File: config.mk
export PLATFORM = sky130hd
export DESIGN_NAME = uart_rx_fifo
export DESIGN_NICKNAME = d
export VERILOG_FILES = /design/src/rtl/uart_pkg.sv /design/src/rtl/sync_fifo.sv /design/src/rtl/uart_rx_fifo.sv
export SDC_FILE = /design/constraint.sdc
export NUM_CORES = 1
export LEC_CHECK = 0
export ABC_AREA = 1
export CAP_MARGIN = 5
export CORE_MARGIN = 3
export CORE_UTILIZATION = 61
export CTS_CLUSTER_DIAMETER = 120
export CTS_CLUSTER_SIZE = 28
export DETAILED_ROUTE_END_ITERATION = 10
export GPL_ROUTABILITY_DRIVEN = 0
export GPL_TIMING_DRIVEN = 1
export PLACE_DENSITY_LB_ADDON = 0.1
export SLEW_MARGIN = 15
export SYNTH_ARGS = -nofsm -noshare
export SYNTH_HDL_FRONTEND = slang
export SYNTH_SLANG_ARGS = --single-unit
File: constraint.sdc
create_clock -name clock -period 2.6 [get_ports clock]
set_input_delay 0.52 -clock clock [delete_from_list [all_inputs] [get_ports clock]]
set_output_delay 0.52 -clock clock [all_outputs]
set_load 0.03 [all_outputs]
File: src/rtl/uart_pkg.sv
// Shared definitions for the UART receive path: parity modes, RX FSM states
// and an elaboration-time log2 helper used for counter and pointer widths.
package uart_pkg;

  localparam logic [1:0] PAR_NONE = 2'b00;
  localparam logic [1:0] PAR_EVEN = 2'b01;
  localparam logic [1:0] PAR_ODD  = 2'b10;

  typedef enum logic [2:0] {
    ST_IDLE,
    ST_START,
    ST_DATA,
    ST_PARITY,
    ST_STOP
  } rx_state_t;

  function automatic int clog2(input int value);
    int r;
    int v;
    r = 0;
    v = value - 1;
    while (v > 0) begin
      r = r + 1;
      v = v >> 1;
    end
    return r;
  endfunction

endpackage

File: src/rtl/sync_fifo.sv
// First-word-fall-through FIFO with occupancy count; a write to a full FIFO
// is accepted when a read retires the head in the same cycle.
module sync_fifo
  import uart_pkg::*;
#(
  parameter int WIDTH = 10,
  parameter int DEPTH = 16
) (
  input  logic                   clock,
  input  logic                   reset,
  input  logic                   wr_en,
  input  logic [WIDTH-1:0]       wr_data,
  input  logic                   rd_en,
  output logic [WIDTH-1:0]       rd_data,
  output logic                   empty,
  output logic                   full,
  output logic [clog2(DEPTH):0]  count,
  output logic [clog2(DEPTH):0]  count_next
);

  localparam int AW = clog2(DEPTH);

  logic [WIDTH-1:0] mem [DEPTH];
  logic [AW-1:0]    wr_ptr;
  logic [AW-1:0]    rd_ptr;
  logic             wr_ok;
  logic             rd_ok;

  assign rd_ok = rd_en && !empty;
  assign wr_ok = wr_en && (!full || rd_ok);

  always_comb begin
    count_next = count;
    if (wr_ok && !rd_ok)
      count_next = count + 1'b1;
    else if (rd_ok && !wr_ok)
      count_next = count - 1'b1;
  end

  always_ff @(posedge clock or negedge reset) begin
    if (!reset) begin
      wr_ptr <= '0;
      rd_ptr <= '0;
      count  <= '0;
    end else begin
      if (wr_ok) wr_ptr <= wr_ptr + 1'b1;
      if (rd_ok) rd_ptr <= rd_ptr + 1'b1;
      count <= count_next;
    end
  end

  always_ff @(posedge clock) begin
    if (wr_ok) mem[wr_ptr] <= wr_data;
  end

  assign empty   = (count == '0);
  assign full    = (count == (AW + 1)'(DEPTH));
  // Storage is not reset, so the head is forced to zero while nothing is held.
  assign rd_data = empty ? '0 : mem[rd_ptr];

endmodule

File: src/rtl/uart_rx_fifo.sv
// UART receiver with selectable parity, start-glitch rejection and framing
// check, feeding a tagged FWFT FIFO with CTS flow control and sticky overrun.
module uart_rx_fifo
  import uart_pkg::*;
#(
  parameter int CLKS_PER_BIT = 434,
  parameter int DATA_BITS    = 8,
  parameter int FIFO_DEPTH   = 16,
  parameter int CTS_MARGIN   = 4
) (
  input  logic                        clock,
  input  logic                        reset,
  input  logic                        serial_in,
  input  logic [1:0]                  parity_mode,
  input  logic                        rd_en,
  input  logic                        clear_overrun,
  output logic [DATA_BITS-1:0]        rd_data,
  output logic                        rd_parity_err,
  output logic                        rd_frame_err,
  output logic                        empty,
  output logic                        full,
  output logic [clog2(FIFO_DEPTH):0]  count,
  output logic                        cts,
  output logic                        overrun
);

  localparam int CNTW = clog2(CLKS_PER_BIT);
  localparam int BITW = clog2(DATA_BITS + 1);
  localparam int CW   = clog2(FIFO_DEPTH) + 1;

  localparam logic [CNTW-1:0] HALF_BIT  = CNTW'(CLKS_PER_BIT / 2 - 1);
  localparam logic [CNTW-1:0] FULL_BIT  = CNTW'(CLKS_PER_BIT - 1);
  localparam logic [BITW-1:0] LAST_BIT  = BITW'(DATA_BITS - 1);
  localparam logic [CW-1:0]   CTS_LIMIT = CW'(FIFO_DEPTH - CTS_MARGIN);

  rx_state_t             state;
  logic                  rx_meta;
  logic                  rx_s;
  logic                  rx_prev;
  logic [1:0]            settle;
  logic [CNTW-1:0]       cnt;
  logic [BITW-1:0]       bit_idx;
  logic [DATA_BITS-1:0]  shift;
  logic [1:0]            mode;
  logic                  perr;
  logic                  tick;
  logic                  fall;
  logic                  par_on;
  logic                  push;
  logic                  drop;
  logic [CW-1:0]         count_next;
  logic [DATA_BITS+1:0]  wr_word;
  logic [DATA_BITS+1:0]  head_word;

  always_ff @(posedge clock or negedge reset) begin
    if (!reset) begin
      rx_meta <= 1'b1;
      rx_s    <= 1'b1;
      rx_prev <= 1'b1;
      settle  <= '0;
    end else begin
      rx_meta <= serial_in;
      rx_s    <= rx_meta;
      rx_prev <= rx_s;
      if (settle != 2'd3) settle <= settle + 1'b1;
    end
  end

  // Edges are only trusted once all three flops hold real line samples, so a
  // line that is already low when reset releases cannot fake a start bit.
  assign fall   = (settle == 2'd3) && rx_prev && !rx_s;
  assign tick   = (cnt == '0);
  assign par_on = (mode == PAR_EVEN) || (mode == PAR_ODD);
  assign push   = (state == ST_STOP) && tick;
  assign drop   = push && full && !rd_en;

  always_ff @(posedge clock or negedge reset) begin
    if (!reset) begin
      state   <= ST_IDLE;
      cnt     <= '0;
      bit_idx <= '0;
      shift   <= '0;
      mode    <= PAR_NONE;
      perr    <= 1'b0;
    end else begin
      case (state)
        ST_IDLE: begin
          if (fall) begin
            state <= ST_START;
            cnt   <= HALF_BIT;
            mode  <= parity_mode;
            perr  <= 1'b0;
          end
        end
        ST_START: begin
          if (!tick) begin
            cnt <= cnt - 1'b1;
          end else if (rx_s) begin
            state <= ST_IDLE;
          end else begin
            state   <= ST_DATA;
            cnt     <= FULL_BIT;
            bit_idx <= '0;
          end
        end
        ST_DATA: begin
          if (!tick) begin
            cnt <= cnt - 1'b1;
          end else begin
            cnt     <= FULL_BIT;
            shift   <= {rx_s, shift[DATA_BITS-1:1]};
            bit_idx <= bit_idx + 1'b1;
            if (bit_idx == LAST_BIT) state <= par_on ? ST_PARITY : ST_STOP;
          end
        end
        ST_PARITY: begin
          if (!tick) begin
            cnt <= cnt - 1'b1;
          end else begin
            cnt   <= FULL_BIT;
            perr  <= (^shift) ^ rx_s ^ (mode == PAR_ODD);
            state <= ST_STOP;
          end
        end
        ST_STOP: begin
          if (!tick) cnt <= cnt - 1'b1;
          else       state <= ST_IDLE;
        end
        default: state <= ST_IDLE;
      endcase
    end
  end

  always_ff @(posedge clock or negedge reset) begin
    if (!reset) begin
      overrun <= 1'b0;
      cts     <= 1'b1;
    end else begin
      if (drop)               overrun <= 1'b1;
      else if (clear_overrun) overrun <= 1'b0;
      cts <= (count_next < CTS_LIMIT);
    end
  end

  assign wr_word = {!rx_s, perr, shift};

  sync_fifo #(
    .WIDTH (DATA_BITS + 2),
    .DEPTH (FIFO_DEPTH)
  ) u_fifo (
    .clock      (clock),
    .reset      (reset),
    .wr_en      (push),
    .wr_data    (wr_word),
    .rd_en      (rd_en),
    .rd_data    (head_word),
    .empty      (empty),
    .full       (full),
    .count      (count),
    .count_next (count_next)
  );

  assign rd_frame_err  = head_word[DATA_BITS+1];
  assign rd_parity_err = head_word[DATA_BITS];
  assign rd_data       = head_word[DATA_BITS-1:0];

endmodule
# After elaboration in Yosys (flattened, before gate mapping)
# Memories as Yosys holds them, arrays and structs flattened.
# Cells that the tools add are included.
op_classes:
  n_eq_ne: 19
  add_sub_neg: 7
  reduce_logical: 32
  n_mux: 29
  bitwise_logic: 2
  magnitude_cmp: 1
op_table:
  columns: ["op", "count"]
  rows:
  - ["$mux 9", 5]
  - ["$pmux 9 s4", 1]
  - ["$mux 3", 7]
  - ["$ne 2x2->1 const B", 9]
  - ["$pmux 3 s5", 1]
  - ["$add 4x1->4 const B", 3]
  - ["$mux 4", 3]
  - ["$mux 10", 1]
  - ["$mux 5", 2]
  - ["$logic_and 1x1->1", 9]
  - ["$logic_not 9->1", 1]
  - ["$sub 9x1->9 const B", 1]
  - ["$pmux 4 s2", 1]
  - ["$reduce_and 4->1", 2]
  - ["$reduce_xor 8->1", 1]
  - ["$eq 3x2->1 const B", 2]
  - ["$logic_not 1->1", 6]
  - ["$mux 1", 6]
  - ["$reduce_and 6->1", 1]
  - ["$reduce_bool 2->1", 3]
  - ["$add 5x1->5 const B", 1]
  - ["$eq 5x5->1 const B", 1]
  - ["$logic_not 5->1", 1]
  - ["$lt 5x4->1 const B", 1]
  - ["other kinds (17)", 21]
totals:
  mem_count: 1
  wordCells: 106
  input_bits: 7
  reg_bits: 47
  ram_bits: 160
memory_table:
  columns: ["memory", "depth", "width", "rd", "rd_ports_with_merged_regs", "wr", "line", "source"]
  rows:
  - ["u_fifo.mem", 16, 10, 1, 0, 1, "sync_fifo.sv:23", "logic [WIDTH-1:0] mem [DEPTH];"]

# Longest topological paths before layout
# Gate-level depths: netlist of run 1.
depth:
  ltp_word: 10
  mapped_depth: 13

# Cells and area by module
# A second synthesis of run 1 with hierarchy kept.
unflattened:
  hier_cells: 891
  hier_area_um2: 9272.6
modules_own_cells:
  columns: ["mod", "cells_per_inst", "area_per_inst_um2", "instances"]
  rows:
  - ["sync_fifo", 644, 7310.8, 1]
  - ["uart_rx_fifo", 247, 1961.9, 1]

# Worst setup path after synthesis of run 1
# OpenSTA, ideal clock, no wires.
synth_timing:
  path_kind: "reg2out"
  from: "reg u_fifo.count[0]"
  to: "out rd_data[0]"
  path_stages_with_launch: 7
  slack_ns: 0.133
  t_arrival_ns: 1.947
  path_cell_list: "dfrtp_1 -> inv_1 -> ha_1 -> nand3_1 -> inv_1 -> clkbuf_1 -> a21oi_1"
synth_via:
  elab_chain_len: 2
synth_lines:
  columns: ["item", "line", "source"]
  rows:
  - ["start: declaration", "sync_fifo.sv:17", "output logic [clog2(DEPTH):0] count,"]
  - ["start signal: assignment", "sync_fifo.sv:48", "count <= count_next;"]
  - ["$logic_not 5->1", "sync_fifo.sv:56", "assign empty = (count == '0);"]
  - ["via empty", "uart_rx_fifo.sv:20", "output logic empty,"]
  - ["$mux 10", "sync_fifo.sv:59", "assign rd_data = empty ? '0 : mem[rd_ptr];"]
  - ["end: declaration", "uart_rx_fifo.sv:17", "output logic [DATA_BITS-1:0] rd_data,"]
# The timed path passes the listed nets, and every way through them passes these cells.

# Worst setup path in the final report of run 1
layout_timing:
  from: "reg u_fifo.rd_ptr[1]"
  to: "out rd_data[6]"
layout_via:
  elab_chain_len: 2
layout_lines:
  columns: ["item", "line", "source"]
  rows:
  - ["start: declaration", "sync_fifo.sv:25", "logic [AW-1:0] rd_ptr;"]
  - ["start signal: assignment", "sync_fifo.sv:47", "if (rd_ok) rd_ptr <= rd_ptr + 1'b1;"]
  - ["$mem_v2 16x10", null, null]
  - ["$mux 10", "sync_fifo.sv:59", null]
# No other way between the ends.

==> impl_metrics.tcl, run 1 <==
set metrics [dict create \
    tns_ps -501.8 \
    grt_pass1_vias 6310 \
    relSlewSlack 0.4336 \
    r2r_setup_slack_ps 40 \
    dp_hpwl_um 13700 \
    multi_input_area_mm2 0.002968 \
    drv_cap 0 \
    track_usage 0.2703 \
    p_leak_uw 0.003861 \
    met1_usage 0.3621 \
    dp_slack_ps -73.35 \
    violations "setup timing" \
    detail_route.wirelength_um 22460 \
    wl_per_cell_um 22.33 \
    floorplan.rows 43 \
    viasPerCell 6.325 \
    yosysSeqAreaShare 0.6590 \
    hold_path.class "in -> async" \
    setup.worst_path.start_class "flip-flop" \
    required_ps 2080 \
    cts_tree "built" \
    slowest_stage "dfrtp_2" \
    antenna_found_initial 0 \
    fill_cells 905 \
    synth.avg_cell_area_um2 11.66 \
    worstMarginPinSlew_ps 849.6 \
    final_util 0.7377 \
    cts.path.max_buffers 3 \
    htree_num_levels 1 \
    synth_edf_count 160 \
    yosys_warnings 0 \
    syn_nets 798 \
    critPathCaptureType "primary output" \
    die_w_um 128.0 \
    drive_above_1_share 0.1719 \
    fin_crit_sh 1.054 \
    grt_pass1_wl_um 34260 \
    synth.distinct_cells 37 \
    drt_iter0_drc 649 \
    post-route-drc-count 0 \
    rsz0062_at_grt "true" \
    postRouteAntennaNets 0 \
    final_hold_viol_count 0 \
    use_met2 0.4507 \
    grt.met3_usage 0.05167 \
    coreArea_mm2 0.01420 \
    dp_cells 978 \
    crit_chain "buf_12, o21bai_1, o211ai_1, nand3_1, a21oi_2, buf_6" \
    max_freq_mhz 365.1 \
    cts_root_buf "clkbuf_16" \
    fin_cells 1006 \
    regArea_mm2 0.005988 \
    synth_ff_type "edfxtp_1" \
    numCtsBuffers 11 \
    grt_max_degree 84 \
    cts_sinks 207 \
    cts_hold_buf 0 \
    clkTransAtPathRegs_ps 120 \
    firstDrtPassIters 5 \
    syn_to_final_growth_pct 15.34 \
    setup_viol 9 \
    grt_overflow 0 \
    busiest_layer "met2" \
    die-area_mm2 0.01639 \
    clk_latency_ps 470 \
    dr_total_vias 6363 \
    die_h_um 128.0 \
    setup_ws_ps -139.2 \
    peakVddDrop_v 0.0006739 \
    cp_max_fo 83 \
    initial_core_util 0.6395 \
    io_pins 26 \
    crit_type "reg -> out" \
    synthArstFlopShare 0.2271 \
    status "finished with violations" \
    worst_ep_arrival_time_ps 2220 \
    fin_crit_ps 2739 \
    finClkSkew_ps 23.22 \
    synth_cells 779 \
    slowest_delay_ps 430 \
    fin_nets 842 \
    diodes 0 \
    synth_seq_cells 207 \
    powerDensity_mw_per_mm2 1056 \
    syn-cell-area_mm2 0.009084 \
    io_buffers 25 \
    slew_violations 0 \
]
critical path: cells and delay by family (launching register included):
kind	cells	cell delay [ps]
AO/OA/AOI/OAI	3	730
flip-flops	1	430
buffers and inverters	2	360
AND/OR/NAND/NOR	1	190
power by group:
group          switching [uW]  leakage (uW)  internal, uW
sequential                259       0.00198          3760
combinational            3130       0.00174          2070
clock                    1020      0.000150           811
state kept, by name, summed over array words and instances (netlist names), 3 cells and up:
register and count:
u_fifo.rd_ptr 4, u_fifo.count 5, cnt 9, u_fifo.wr_ptr 4, shift 8, u_fifo.mem 160
state 3, bit_idx 4
synth_stat cells (2+ instances only):
cell type | count | share of area
a21oi_1 | 18 | 0.0099
buf_2 | 12 | 0.0066
clkbuf_1 | 21 | 0.0087
dfrtp_1 | 43 | 0.12
dfstp_2 | 4 | 0.012
edfxtp_1 | 160 | 0.53
ha_1 | 12 | 0.017
inv_1 | 48 | 0.020
inv_2 | 8 | 0.0033
mux2_2 | 3 | 0.0037
nand2_1 | 84 | 0.035
nand2_2 | 3 | 0.0021
nand2_4 | 2 | 0.0025
nand3_1 | 42 | 0.023
nand3_2 | 2 | 0.0022
nand3b_1 | 4 | 0.0033
nand4_1 | 4 | 0.0028
nor2_1 | 109 | 0.045
nor2_2 | 3 | 0.0021
nor2_4 | 3 | 0.0037
nor3_1 | 2 | 0.0011
o211ai_1 | 10 | 0.0083
o21a_1 | 11 | 0.0091
o21ai_0 | 67 | 0.037
o21ai_1 | 3 | 0.0017
o21bai_1 | 40 | 0.033
o221ai_1 | 30 | 0.029
o31ai_1 | 2 | 0.0017
xnor2_1 | 5 | 0.0048
xor2_1 | 17 | 0.016
per-layer routing:
| layer | vias up | wire, um | share of wire |
|---|---|---|---|
| li1 | 2857 | - | - |
| met1 | 3095 | 8667 | 0.39 |
| met5 | - | 0 | 0 |
| met3 | 65 | 1907 | 0.085 |
| met2 | 346 | 11010 | 0.49 |
| met4 | 0 | 877 | 0.039 |
final cells by class:
type | count | share of cell area
inverter | 56 | 0.02054
sequential | 207 | 0.5715
timing repair buffer | 65 | 0.07356
multi-input combinational | 482 | 0.2833
clock buffer | 15 | 0.02770
tap | 180 | 0.02150
clock inverter | 1 | 0.001911
final timing paths:
check                                             start                           end  cells past startpoint
max in group asynchronous                         reset  u_fifo.rd_ptr[0]$_DFFE_PN0P_                      2
min reg2reg                           rx_meta$_DFF_PN1_                rx_s$_DFF_PN1_                      0
max                        u_fifo.rd_ptr[1]$_DFFE_PN0P_                    rd_data[6]                      6
max reg2reg                          cnt[0]$_DFFE_PN0P_    u_fifo.mem[1][7]$_DFFE_PP_                     10
min                                               reset  u_fifo.rd_ptr[2]$_DFFE_PN0P_                      2
min in group clock                    rx_meta$_DFF_PN1_                rx_s$_DFF_PN1_                      0
metrics by stage:
stage / hold WS, ps / area (um^2) / total power (uW)
after floorplan: 224.4 / 9084 / 6821
after global placement: 345.9 / 9649 / 8042
after detailed placement: 349.8 / 9649 / 8166
after CTS: 162.8 / 10240 / 10570
after global routing: 167.7 / 10480 / 11580
final: 129.1 / 10480 / 11060
logic make-up (layout without fill, tap and decap cells):
group / after synthesis / in the layout / share of synthesized area
simple gates: 261 / 261 / 0.1285
flops: 207 / 207 / 0.6590
compound gates: 184 / 184 / 0.1322
buf+inv: 90 / 137 / 0.03884
xor+xnor: 22 / 22 / 0.02121
fa+ha+maj: 12 / 12 / 0.01653
mux: 3 / 3 / 0.003719
cells in the final DEF, fill, tap and decap left out, types with 5 or more instances in the layout:
master           netlist  layout
o21a_1                11      11
dfrtp_1               43      41
ha_1                  12      12
buf_12                 0       6
a21oi_1               18       9
buf_4                  0      26
o211ai_1              10      10
nand2_1               84      84
inv_1                 48      48
o21ai_0               67      51
buf_6                  0      10
nor2_1               109      97
xnor2_1                5       5
inv_2                  8       7
clkdlybuf4s50_1        0      12
o21bai_1              40      35
o21ai_1                3      17
nor2_2                 3      15
edfxtp_1             160     160
clkbuf_16              0      14
xor2_1                17      17
a21oi_2                1      10
o221ai_1              30      16
nand3_1               42      39
o221ai_2               0      14
nand3_2                2       5
repair_timing:
action	CTS	global route
cloned	4	4
gates resized for setup	38	44
pin swaps	13	18
setup buffers	3	1
endpoints found under the setup margin	12	160
Note: power is estimated with default switching activity, not from simulation.
==> run 2, diff against run 1 <==
Settings changed: ABC_CLOCK_PERIOD_IN_PS from default to 2600, RECOVER_POWER from default to 25.
==> run 2 against run 1 <==
Compared with the run above: the flow still finishes with violations (setup timing); via count decreased by 0.39%; clock-buffer cell count unchanged; worst hold slack improved by 230 ps; setup slack got worse by 0.69 ps; clock skew decreased by 2.5 ps; first-iteration DRC count increased by 2.8%; die area unchanged; final area decreased by 0.17%; largest power group unchanged; flip-flop and latch count unchanged; clock power about the same; global-route usage unchanged; combinational power about the same.
==> impl_metrics.tcl, run 2 (synthesized netlist as in run 1, its figures left out) <==
set metrics [dict create \
    status "finished with violations" \
    violations "setup timing" \
    hold_end "rx_s$_DFF_PN1_" \
    min_path_cells 0 \
    grt_max_degree 84 \
    wl_met3_um 1810 \
    r2r-end "u_fifo.mem[1][7]$_DFFE_PP_" \
    drv_cap 0 \
    viasPerCell 6.300 \
    firstDrtPassIters 5 \
    largest_reg_flops 160 \
    crit_type "reg -> out" \
    hold_ws_ps 363.4 \
    slew_violations 0 \
    setup_ws_ps -139.9 \
    rsz0062_at_grt "true" \
    wl_per_cell_um 22.27 \
    clkTransAtPathRegs_ps 110 \
    m1WireLength_um 8730 \
    diodes 0 \
    die_w_um 128.0 \
    fin_nets 842 \
    largest-register "u_fifo.mem" \
    reg2reg_depth 10 \
    grt_overflow 0 \
    max_freq_mhz 365.0 \
    cts_tree "built" \
    cts_root_buf "clkbuf_16" \
    slowest_stage "dfrtp_2" \
    floorplan.rows 43 \
    setup_viol 8 \
    wl_met2_um 10950 \
    clk_latency_ps 470 \
    powerDensity_mw_per_mm2 1057 \
    crit_chain "buf_12, o21bai_1, o211ai_1, nand3_1, a21oi_2, buf_6" \
    slowest_delay_ps 430 \
    io_buffers 25 \
    fin_crit_sh 1.054 \
    finClkSkew_ps 20.68 \
    track_usage 0.2703 \
    fin_crit_ps 2740 \
    r2r_setup_slack_ps 50 \
    highest_layer "met4" \
    cp_max_fo 83 \
    final_cell_mix "edfxtp_1, nor2_1, nand2_1" \
    drive_above_1_share 0.1671 \
    r2r_start "cnt[0]$_DFFE_PN0P_" \
    hold_path.class "reg -> reg" \
    detail_route.wirelength_um 22400 \
    post-route-drc-count 0 \
    worstMarginPinSlew_ps 1233 \
    relSlewSlack 0.1782 \
    grt_pass1_vias 6310 \
    cts.path.max_buffers 3 \
    drt_iter0_drc 667 \
    die-area_mm2 0.01639 \
    dr_total_vias 6338 \
    setup.worst_path.start_class "flip-flop" \
    initial_core_util 0.6395 \
    coreArea_mm2 0.01420 \
    final_common_cell "edfxtp_1" \
    antenna_found_initial 0 \
    dp_hpwl_um 13700 \
    layout_top_registers "u_fifo.mem (160), cnt (9), shift (8)" \
    postRouteAntennaNets 0 \
    peakVddDrop_v 0.0006739 \
    io_pins 26 \
    final_util 0.7364 \
    final_hold_viol_count 0 \
    worstHoldStart "rx_meta$_DFF_PN1_" \
    required_ps 2080 \
    p_leak_uw 0.003844 \
    critPathCaptureType "primary output" \
    grt_pass1_wl_um 34260 \
    worst_ep_arrival_time_ps 2220 \
    die_h_um 128.0 \
    syn_to_final_growth_pct 15.15 \
    htree_num_levels 1 \
    cts_sinks 207 \
    numCtsBuffers 11 \
]
==> run 2: power by group <==
group          internal [uW]  leakage (uW)  total [uW]  switching, uW
clock                    811      0.000150        1820           1010
combinational           2070       0.00172        5210           3140
sequential              3760       0.00198        4020            258
==> run 2: critical path, delay by kind of cell (launching register included) <==
family	cells	cell delay, ps
AOI/OAI and AO/OA	3	730
DFF	1	430
buffers and inverters	2	360
and+or+nand+nor	1	190
==> run 2: metal layers <==
metal  vias up  track usage
li1       2850            -
met1      3084       0.3621
met2       335       0.4507
met3        69      0.05167
met4         0      0.08864
met5         -            0
==> run 2: how the worst max path moves through the flow <==
stage | from | end | slack, ps
after floorplan | u_fifo.count[0]$_DFFE_PN0P_ | rd_data[0] | 130
after global placement | rd_en | u_fifo.mem[5][4]$_DFFE_PP_ | -40
after detailed placement | rd_en | u_fifo.mem[5][7]$_DFFE_PP_ | -70
after CTS | u_fifo.rd_ptr[0]$_DFFE_PN0P_ | rd_data[6] | -30
after global routing | cnt[0]$_DFFE_PN0P_ | u_fifo.mem[13][7]$_DFFE_PP_ | -200
final | u_fifo.rd_ptr[1]$_DFFE_PN0P_ | rd_data[6] | -140
==> run 2: area by class of cell <==
class	count	area [um^2]
well taps	180	225.2
multi-input cells	482	2968
fillers	912	3744
flip-flops and latches	207	5988
clock buffers	15	290.3
repair buffers	65	753.2
clock inverters	1	20.02
inverters	56	215.2
==> run 2: timing repair <==
item	4_1_cts	5_1_grt
gates resized for setup	38	44
gates cloned	4	4
hold endpoints to repair	0	0
setup buffers	3	1
pin swaps	13	18
endpoints found under the setup margin	12	160
hold buffers	0	0
==> run 2: per-stage QoR <==
stage	TNS, ps	instances	setup slack (ps)	power, uW	cell area (um^2)
after floorplan	0	779	133.3	6821	9084
after global placement	-380.9	978	-38.38	8042	9649
after detailed placement	-1359	978	-73.35	8166	9649
after CTS	-112.2	1001	-26.95	10570	10240
after global routing	-6960	1006	-198.9	11580	10460
final	-529.1	1006	-139.9	11060	10460
